**src/rtl/matmul_pkg.sv**
```systemverilog
// Shared definitions for the matrix-multiply engine: FSM state encoding,
// default geometry and the result-width helper.
// Optional feature macro: MATMUL_SIGNED_EN (two's-complement operands).
package matmul_pkg;

    // Default matrix dimension and operand width
    localparam int N_DEF  = 4;
    localparam int DW_DEF = 8;

    // Engine control states
    typedef enum logic [1:0] {
        ST_IDLE    = 2'd0,
        ST_COMPUTE = 2'd1,
        ST_DONE    = 2'd2
    } state_t;

    // Width needed to hold a full N-term dot product of DW-bit operands
    function automatic int acc_width(input int n, input int dw);
        return 2 * dw + $clog2(n);
    endfunction

endpackage

```
**src/rtl/matmul_mac.sv**
```systemverilog
// One multiply-accumulate cell: a DW x DW product summed into an ACC_W
// accumulator with synchronous clear and enable.
// Optional feature macro: MATMUL_SIGNED_EN (signed operands, sign-extended sums).
module matmul_mac #(
    parameter int DW    = 8,
    parameter int ACC_W = 18
) (
    input  logic             clk,
    input  logic             rst,
    input  logic             clr,
    input  logic             en,
    input  logic [DW-1:0]    a_in,
    input  logic [DW-1:0]    b_in,
    output logic [ACC_W-1:0] acc
);

    // Product is extended to the wider of product/accumulator width, then
    // truncated to ACC_W so narrow accumulators wrap modulo 2^ACC_W.
    localparam int PW = (ACC_W > 2 * DW) ? ACC_W : 2 * DW;

    logic [2*DW-1:0]  prod;
    logic [PW-1:0]    prod_ext;
    logic [ACC_W-1:0] acc_d;
    logic [ACC_W-1:0] acc_q;

    // Form the product and the next accumulator value; clear wins over enable
    always_comb begin
        prod     = '0;
        prod_ext = '0;
        acc_d    = acc_q;
`ifdef MATMUL_SIGNED_EN
        prod     = $signed({{DW{a_in[DW-1]}}, a_in}) * $signed({{DW{b_in[DW-1]}}, b_in});
        prod_ext = PW'($signed(prod));
`else
        prod     = {{DW{1'b0}}, a_in} * {{DW{1'b0}}, b_in};
        prod_ext = PW'(prod);
`endif
        if (clr) begin
            acc_d = '0;
        end else if (en) begin
            acc_d = acc_q + prod_ext[ACC_W-1:0];
        end
    end

    // Accumulator register
    always_ff @(posedge clk) begin
        if (rst) begin
            acc_q <= '0;
        end else begin
            acc_q <= acc_d;
        end
    end

    assign acc = acc_q;

endmodule

```
**src/rtl/matmul_engine.sv**
```systemverilog
// Iterative N x N matrix multiplier: operands are captured on a valid/ready
// handshake, one inner-product term per cycle is added into N*N MAC cells,
// and the result is held until the consumer accepts it.
// Optional feature macro: MATMUL_SIGNED_EN (two's-complement operands).
module matmul_engine
    import matmul_pkg::*;
#(
    parameter int N     = N_DEF,
    parameter int DW    = DW_DEF,
    parameter int ACC_W = acc_width(N, DW)
) (
    input  logic                   clk,
    input  logic                   rst,
    input  logic                   in_valid,
    output logic                   in_ready,
    input  logic [N*N*DW-1:0]      a_flat,
    input  logic [N*N*DW-1:0]      b_flat,
    output logic                   out_valid,
    input  logic                   out_ready,
    output logic [N*N*ACC_W-1:0]   c_flat,
    output logic                   busy
);

    localparam int KW = $clog2(N);

    state_t            state_q, state_d;
    logic [KW-1:0]     k_q, k_d;
    logic [N*N*DW-1:0] a_q, a_d;
    logic [N*N*DW-1:0] b_q, b_d;
    logic              acc_clr;
    logic              acc_en;

    logic [DW-1:0]     a_col [N];
    logic [DW-1:0]     b_row [N];

    // Next-state, operand capture and MAC control
    always_comb begin
        state_d = state_q;
        k_d     = k_q;
        a_d     = a_q;
        b_d     = b_q;
        acc_clr = 1'b0;
        acc_en  = 1'b0;
        case (state_q)
            ST_IDLE: begin
                if (in_valid) begin
                    a_d     = a_flat;
                    b_d     = b_flat;
                    k_d     = '0;
                    acc_clr = 1'b1;
                    state_d = ST_COMPUTE;
                end
            end
            ST_COMPUTE: begin
                acc_en = 1'b1;
                if (k_q == KW'(N - 1)) begin
                    k_d     = '0;
                    state_d = ST_DONE;
                end else begin
                    k_d = k_q + KW'(1);
                end
            end
            ST_DONE: begin
                if (out_ready) begin
                    state_d = ST_IDLE;
                end
            end
            default: begin
                state_d = ST_IDLE;
            end
        endcase
    end

    // State, step counter and operand registers
    always_ff @(posedge clk) begin
        if (rst) begin
            state_q <= ST_IDLE;
            k_q     <= '0;
            a_q     <= '0;
            b_q     <= '0;
        end else begin
            state_q <= state_d;
            k_q     <= k_d;
            a_q     <= a_d;
            b_q     <= b_d;
        end
    end

    // Select column k of A and row k of B for this step's outer product
    always_comb begin
        for (int i = 0; i < N; i++) begin
            a_col[i] = a_q[(i * N + int'(k_q)) * DW +: DW];
            b_row[i] = b_q[(int'(k_q) * N + i) * DW +: DW];
        end
    end

    // One MAC cell per result element, driving c_flat straight from its register
    for (genvar gi = 0; gi < N; gi++) begin : g_row
        for (genvar gj = 0; gj < N; gj++) begin : g_col
            matmul_mac #(
                .DW    (DW),
                .ACC_W (ACC_W)
            ) u_mac (
                .clk  (clk),
                .rst  (rst),
                .clr  (acc_clr),
                .en   (acc_en),
                .a_in (a_col[gi]),
                .b_in (b_row[gj]),
                .acc  (c_flat[(gi * N + gj) * ACC_W +: ACC_W])
            );
        end
    end

    assign in_ready  = (state_q == ST_IDLE);
    assign out_valid = (state_q == ST_DONE);
    assign busy      = (state_q != ST_IDLE);

endmodule

```
**config.mk**
```make
export PLATFORM = sky130hd
export DESIGN_NAME = matmul_engine
export DESIGN_NICKNAME = d
export VERILOG_FILES = /design/src/rtl/matmul_pkg.sv /design/src/rtl/matmul_mac.sv /design/src/rtl/matmul_engine.sv
export SDC_FILE = /design/constraint.sdc
export NUM_CORES = 2
export LEC_CHECK = 0
export ABC_CLOCK_PERIOD_IN_PS = 14020
export CAP_MARGIN = 10
export CORE_MARGIN = 2
export CORE_UTILIZATION = 57
export DETAILED_ROUTE_END_ITERATION = 16
export PLACE_DENSITY = 0.86
export SYNTH_ARGS = -nofsm -noshare
export SYNTH_HDL_FRONTEND = slang
export SYNTH_HIERARCHICAL = 1
export SYNTH_SLANG_ARGS = --single-unit
```
**constraint.sdc**
```tcl
create_clock -name clk -period 14.02 [get_ports clk]
set_clock_uncertainty 0.05 [all_clocks]
set_input_delay 2.804 -clock clk [delete_from_list [all_inputs] [get_ports clk]]
set_output_delay 2.804 -clock clk [all_outputs]
set_load 0.02 [all_outputs]
```
; Word-level counts from Yosys, hierarchy flattened
; Cells that the tools add are included.
[op_classes]
reduce_logical = 7
eq_ne = 6
shifts = 8
n_mul = 16
addsub = 23
muxes = 10
[op_table]
columns = op, n
row1 = $shiftx A128 B9 Y8, 5
row2 = $add A18 B16 Y18, 16
row3 = $mul A8 B8 Y16, 16
row4 = $shiftx A128 B8 Y8, 2
row5 = $shiftx A128 B6 Y8, 1
row6 = $add A4 B2 Y5 const A, 2
row7 = $add A4 B2 Y5 const B, 2
row8 = $mux W2, 5
row9 = $pmux W2 S3, 1
row10 = $add A4 B1 Y5 const B, 1
row11 = $add A3 B2 Y4 const A, 1
row12 = $eq A2 B2 Y1 const B, 2
row13 = $ne A2 B2 Y1 const B, 2
row14 = $pmux W2 S2, 1
row15 = $reduce_and A2 Y1, 2
row16 = $reduce_bool A2 Y1, 2
row17 = $mux W1, 3
row18 = $reduce_and A3 Y1, 1
row19 = $add A2 B1 Y2 const B, 1
row20 = $eq A2 B1 Y1 const B, 1
row21 = $logic_not A2 Y1, 1
row22 = $ne A2 B1 Y1 const B, 1
row23 = $reduce_or A2 Y1, 1
[totals]
input_bits = 260
regBits = 548
output_inout_bits = 291
elab_cells = 90

; Logic depth before layout (Yosys ltp)
[logic_depth]
ltp_word = 4
mapped_depth = 22
mapped_depth_nobuf = 18

; Cells and area by module
; Netlist, hierarchy kept.
[by_module_without_submodules]
columns = mod, seq_area_each_um2, area_per_inst_um2, cells_per_inst, n_inst
row1 = matmul_mac (g_row[1].g_col[1].u_mac ...), 360.3, 3278.1, 380, 7
row2 = matmul_engine, 5205.0, 13414.1, 1213, 1
row3 = matmul_mac (g_row[0].g_col[1].u_mac ...), 360.3, 3343.2, 395, 3
row4 = matmul_mac (g_row[3].g_col[1].u_mac ...), 360.3, 3239.4, 380, 2
row5 = matmul_mac (g_row[3].g_col[3].u_mac), 360.3, 3397.0, 403, 1
row6 = matmul_mac (g_row[1].g_col[0].u_mac), 360.3, 3328.2, 394, 1
row7 = matmul_mac (g_row[0].g_col[0].u_mac), 360.3, 3298.2, 391, 1
row8 = matmul_mac (g_row[3].g_col[0].u_mac), 360.3, 3233.1, 373, 1

; Worst setup path after synthesis
; OpenSTA, ideal clock, no wires.
[synth_timing]
path_kind = register to register
start = reg k_q[0]
end = reg g_row[0].g_col[1].u_mac.acc_q[11]
setup_time_ns = 0.122
required_ns = 13.848
t_arrival_ns = 5.350
path_slack_ns = 8.498
synth_period_minus_slack_ns = 5.522
path_stages_with_launch = 18
path_cell_list = dfxtp_1 -> buf_4 -> buf_4 -> mux4_2 -> and2_1 -> fa_1 -> fa_1 -> fa_1 -> inv_1 -> fa_1 -> inv_1 -> ha_1 -> a21o_1 -> a31o_1 -> o21ai_4 -> a21boi_2 -> o2111a_1 -> a311o_1
[synth_rtl]
columns = item, line_no
row1 = from (decl), matmul_engine.sv:27  ; logic [KW-1:0] k_q, k_d;
row2 = from (signal assigned), matmul_engine.sv:83  ; k_q <= k_d;
row3 = to (signal assigned), matmul_mac.sv:48  ; acc_q <= '0;
row4 = to (signal assigned), matmul_mac.sv:50  ; acc_q <= acc_d;
row5 = to (decl), matmul_mac.sv:24  ; logic [ACC_W-1:0] acc_q;

==> results.md <==
* Synth Area in Compound Gates at ~7.3%
* Synth top area share at between 20% and 30%
* EDFF count, synth at 0
* Hold Fails Final Rpt at 0
* Final wirelength at between 150000 and 200000 µm
* Most common cell after layout, fill and taps aside: inv_1
* Slowest stage delay, CP at between 1 and 1.5 ns
* Most frequent CP cell: fa_1
* Multiplexer share of the synthesized area at roughly 8.6%
* Largest net degree at the start of global routing at between 100 and 150
* Max Clk Rate at ~0.14 GHz
* Cell area power density at around 68 nW/µm²
* Commonest cells after routing, fill and taps aside: inv_1, fa_1, nand2_1, ha_1, clkdlybuf4s50_1
* DP Worst Slack at 6.952 ns
* Post-DP HPWL at ~140000 µm
* # setup viols final at 0
* Vias in the first global route at 55874
* Height of the die at between 300 and 400 µm
* Crit path launch type: register
* YS warnings at 6
* Root Driver: clkbuf_16
* Largest family of logic cells by synthesized area: adder cells
* First-pass GRT wire length at around 300000 µm
* Sequential area share after synthesis at 16.59%
* Slew Limit Fails at 0
* Vias at between 50000 and 60000
* Final ANT Viol Nets at 0
* Share of cells above drive strength 1 at between 4 and 5%
* Unrepaired setup endpoints after global routing: false
* Post-CTS Repair Setup Buffers at 0
* Adder-Cell Fraction of Synth Area at 36.35%
* Syn avg cell area at about 9 µm²
* Syn Inst Count at between 7000 and 8000
* DRC at 0
* CTS Sinks at between 500 and 600
* Number of buffers added on ports at 550
* CTS Buf Count at 70
* Vias per cell at approximately 5.6
* P&R area growth vs syn at 13.16%
* Io pins at approximately 550
* CTS tree: yes
* Initial Util at 57.67%
* Mapped Area at ~66000 µm²
* Peak supply drop at ~0.084 mV
* GP Congestion at between 0.9 and 1
* Minimum clock period at 7.038 ns
* Met2 WL post-DR at approximately 88000 µm
* NumNets Final at approximately 9500
* Post-Route Utilization at approximately two thirds
* Met3 wire length at about 15000 µm
* Syn Nets at between 9000 and 10000
* Post-Synth Simple-Gate Area at between 10% and 20%
* Gr ovfl total at 0
* Die W at 344.6 µm
* Post-route setup slack at approximately 7.0 ns
* Clock Latency Late Sink at between 0.6 and 0.7 ns
* Status: finished, final reports clean
* Asr flop ratio synth at 0%
* CTS Hold Bufs at 0
* Critical path endpoint category: register
* Post-CTS resize count at 0
* HP Class: reg -> reg
* Cell Rows at approximately 120
* Data arrival, critical path at approximately 7.5 ns
* Setup CP Type: reg -> reg
* Area of the die at between 100000 and 150000 µm²
* CP max-delay cell: mux4_2
* Required time of the critical path at about 15 ns
* Delay-heaviest family, CP: adder cells
* Fraction of the cycle the final worst path needs at roughly half
* Final setup TNS at 0 ns
* Iter 0 DRT Violations at approximately 3500
* Post-synth top flop: dfxtp_1
* Clock slew at reported path FFs at 0.07 ns
* Crit-path max FO at 35
* MaxCap Viol Count at 0
* CTS Buffer Depth at 3
* Register bit total from synthesis at 548
* H-tree depth at 3
* Top routing layer used: met5
* WL met1 at between 70000 and 80000 µm
* Cell variety after synth at 99
* GRT Overall Usage at between 30% and 40%
* Static Leak at ~36 nW
* First-pass detailed-route iteration total at 8
* Area leader, netlist: fa_1
* Worst-path cell chain: buf_4 -> mux4_2 -> nand2_1 -> fa_1 -> inv_1 -> fa_1 -> fa_1 -> inv_1 -> fa_1 -> inv_1 -> ha_1 -> and3_1 -> a221oi_2 -> o21ai_0 -> o2bb2ai_1 -> xnor2_1 -> o21ai_0
* Core Area at 114700 µm²
* Antenna violations before repair at 13
* Worst slew pin tran at 1.178 ns
* DR WL/cell at approximately 20 µm
* Crit path buf inv count at 4
* Post-Synth XOR/XNOR Area at between 1.5 and 2%
* Slew HR at between 20% and 30%
* Synth area leaders: fa_1, dfxtp_1, ha_1, inv_1, mux2i_1
==> Yosys cell counts (63+ instances only) <==
cell type,instances
xor2_1,63
ha_1,641
nand3_1,76
nor2_1,236
nand2b_1,526
a21oi_1,158
mux4_2,64
fa_1,800
xnor2_1,80
a21o_1,65
o21ai_0,120
inv_1,1518
clkbuf_1,141
dfxtp_1,548
and2_1,515
nand2_1,728
mux2i_1,411
==> path summary, 6_finish.rpt <==
kind              cells after the start  slack, ns    start                               to
setup reg to reg                     17       6.98   k_q[0]  g_row[3].g_col[2].u_mac/acc[15]
hold reg to reg                       2       0.42  b_q[34]                          b_q[34]
hold / removal                        2       0.42  b_q[34]                          b_q[34]
setup / recovery                     17       6.98   k_q[0]  g_row[3].g_col[2].u_mac/acc[15]
==> where the power goes <==
group          internal, mW  total (mW)  switching (mW)
clock                  1.16        1.97           0.806
sequential             1.63        1.69          0.0604
combinational         0.534        1.41           0.877
total                  3.32        5.06            1.74
==> worst min-delay path: cells and delay by family, from the launching register on <==
kind	cells	cell delay (ns)
DFF	1	0.31
and+or+nand+nor	1	0.06
muxes	1	0.06
==> flip-flops by register name, summed over array words and instances, names as in the netlist <==
signal	count
b_q	128
a_q	128
k_q	2
g_row.g_col.u_mac/acc	288
state_q	2
==> final cells by class <==
cell class              instances  area [µm²]
repair buffers                575        5710
fillers                      8952       39820
flip-flops and latches        548       10980
well taps                    1512        1892
clock inverters                30       510.5
clock buffers                  94        1952
inverters                    1522        5713
multi-input cells            5083       48060
diodes                          6       15.01
==> through the flow <==
step | cells | cell area [µm²] | power, mW | hold WS [ns]
final | 9370 | 74830 | 5.064 | 0.4225
after global routing | 9366 | 74820 | 5.299 | 0.4353
after CTS | 9364 | 74820 | 5.076 | 0.4234
after detailed placement | 9240 | 72350 | 3.103 | 0.4114
after global placement | 9240 | 72350 | 3.049 | 0.4060
after floorplan | 7379 | 66130 | 2.653 | 0.3955
==> layer usage <==
layer,up-vias,global-route usage [%]
li1,24055,-
met1,25992,38.69
met2,1929,52.67
met3,476,7.003
met4,10,18.09
met5,-,0
==> cells by family (layout without fill, tap and decap cells) <==
logic type                 count (synthesis)  in the layout
and+or+nand+nor                         2324           2324
AOI/OAI and AO/OA                        691            691
other                                      0              6
muxes                                    484            484
buffers and inverters                   1748           2221
DFF                                      548            548
adders and majority gates               1441           1441
xor gates and xnor gates                 143            143
Note: power is estimated with default switching activity, not from simulation.
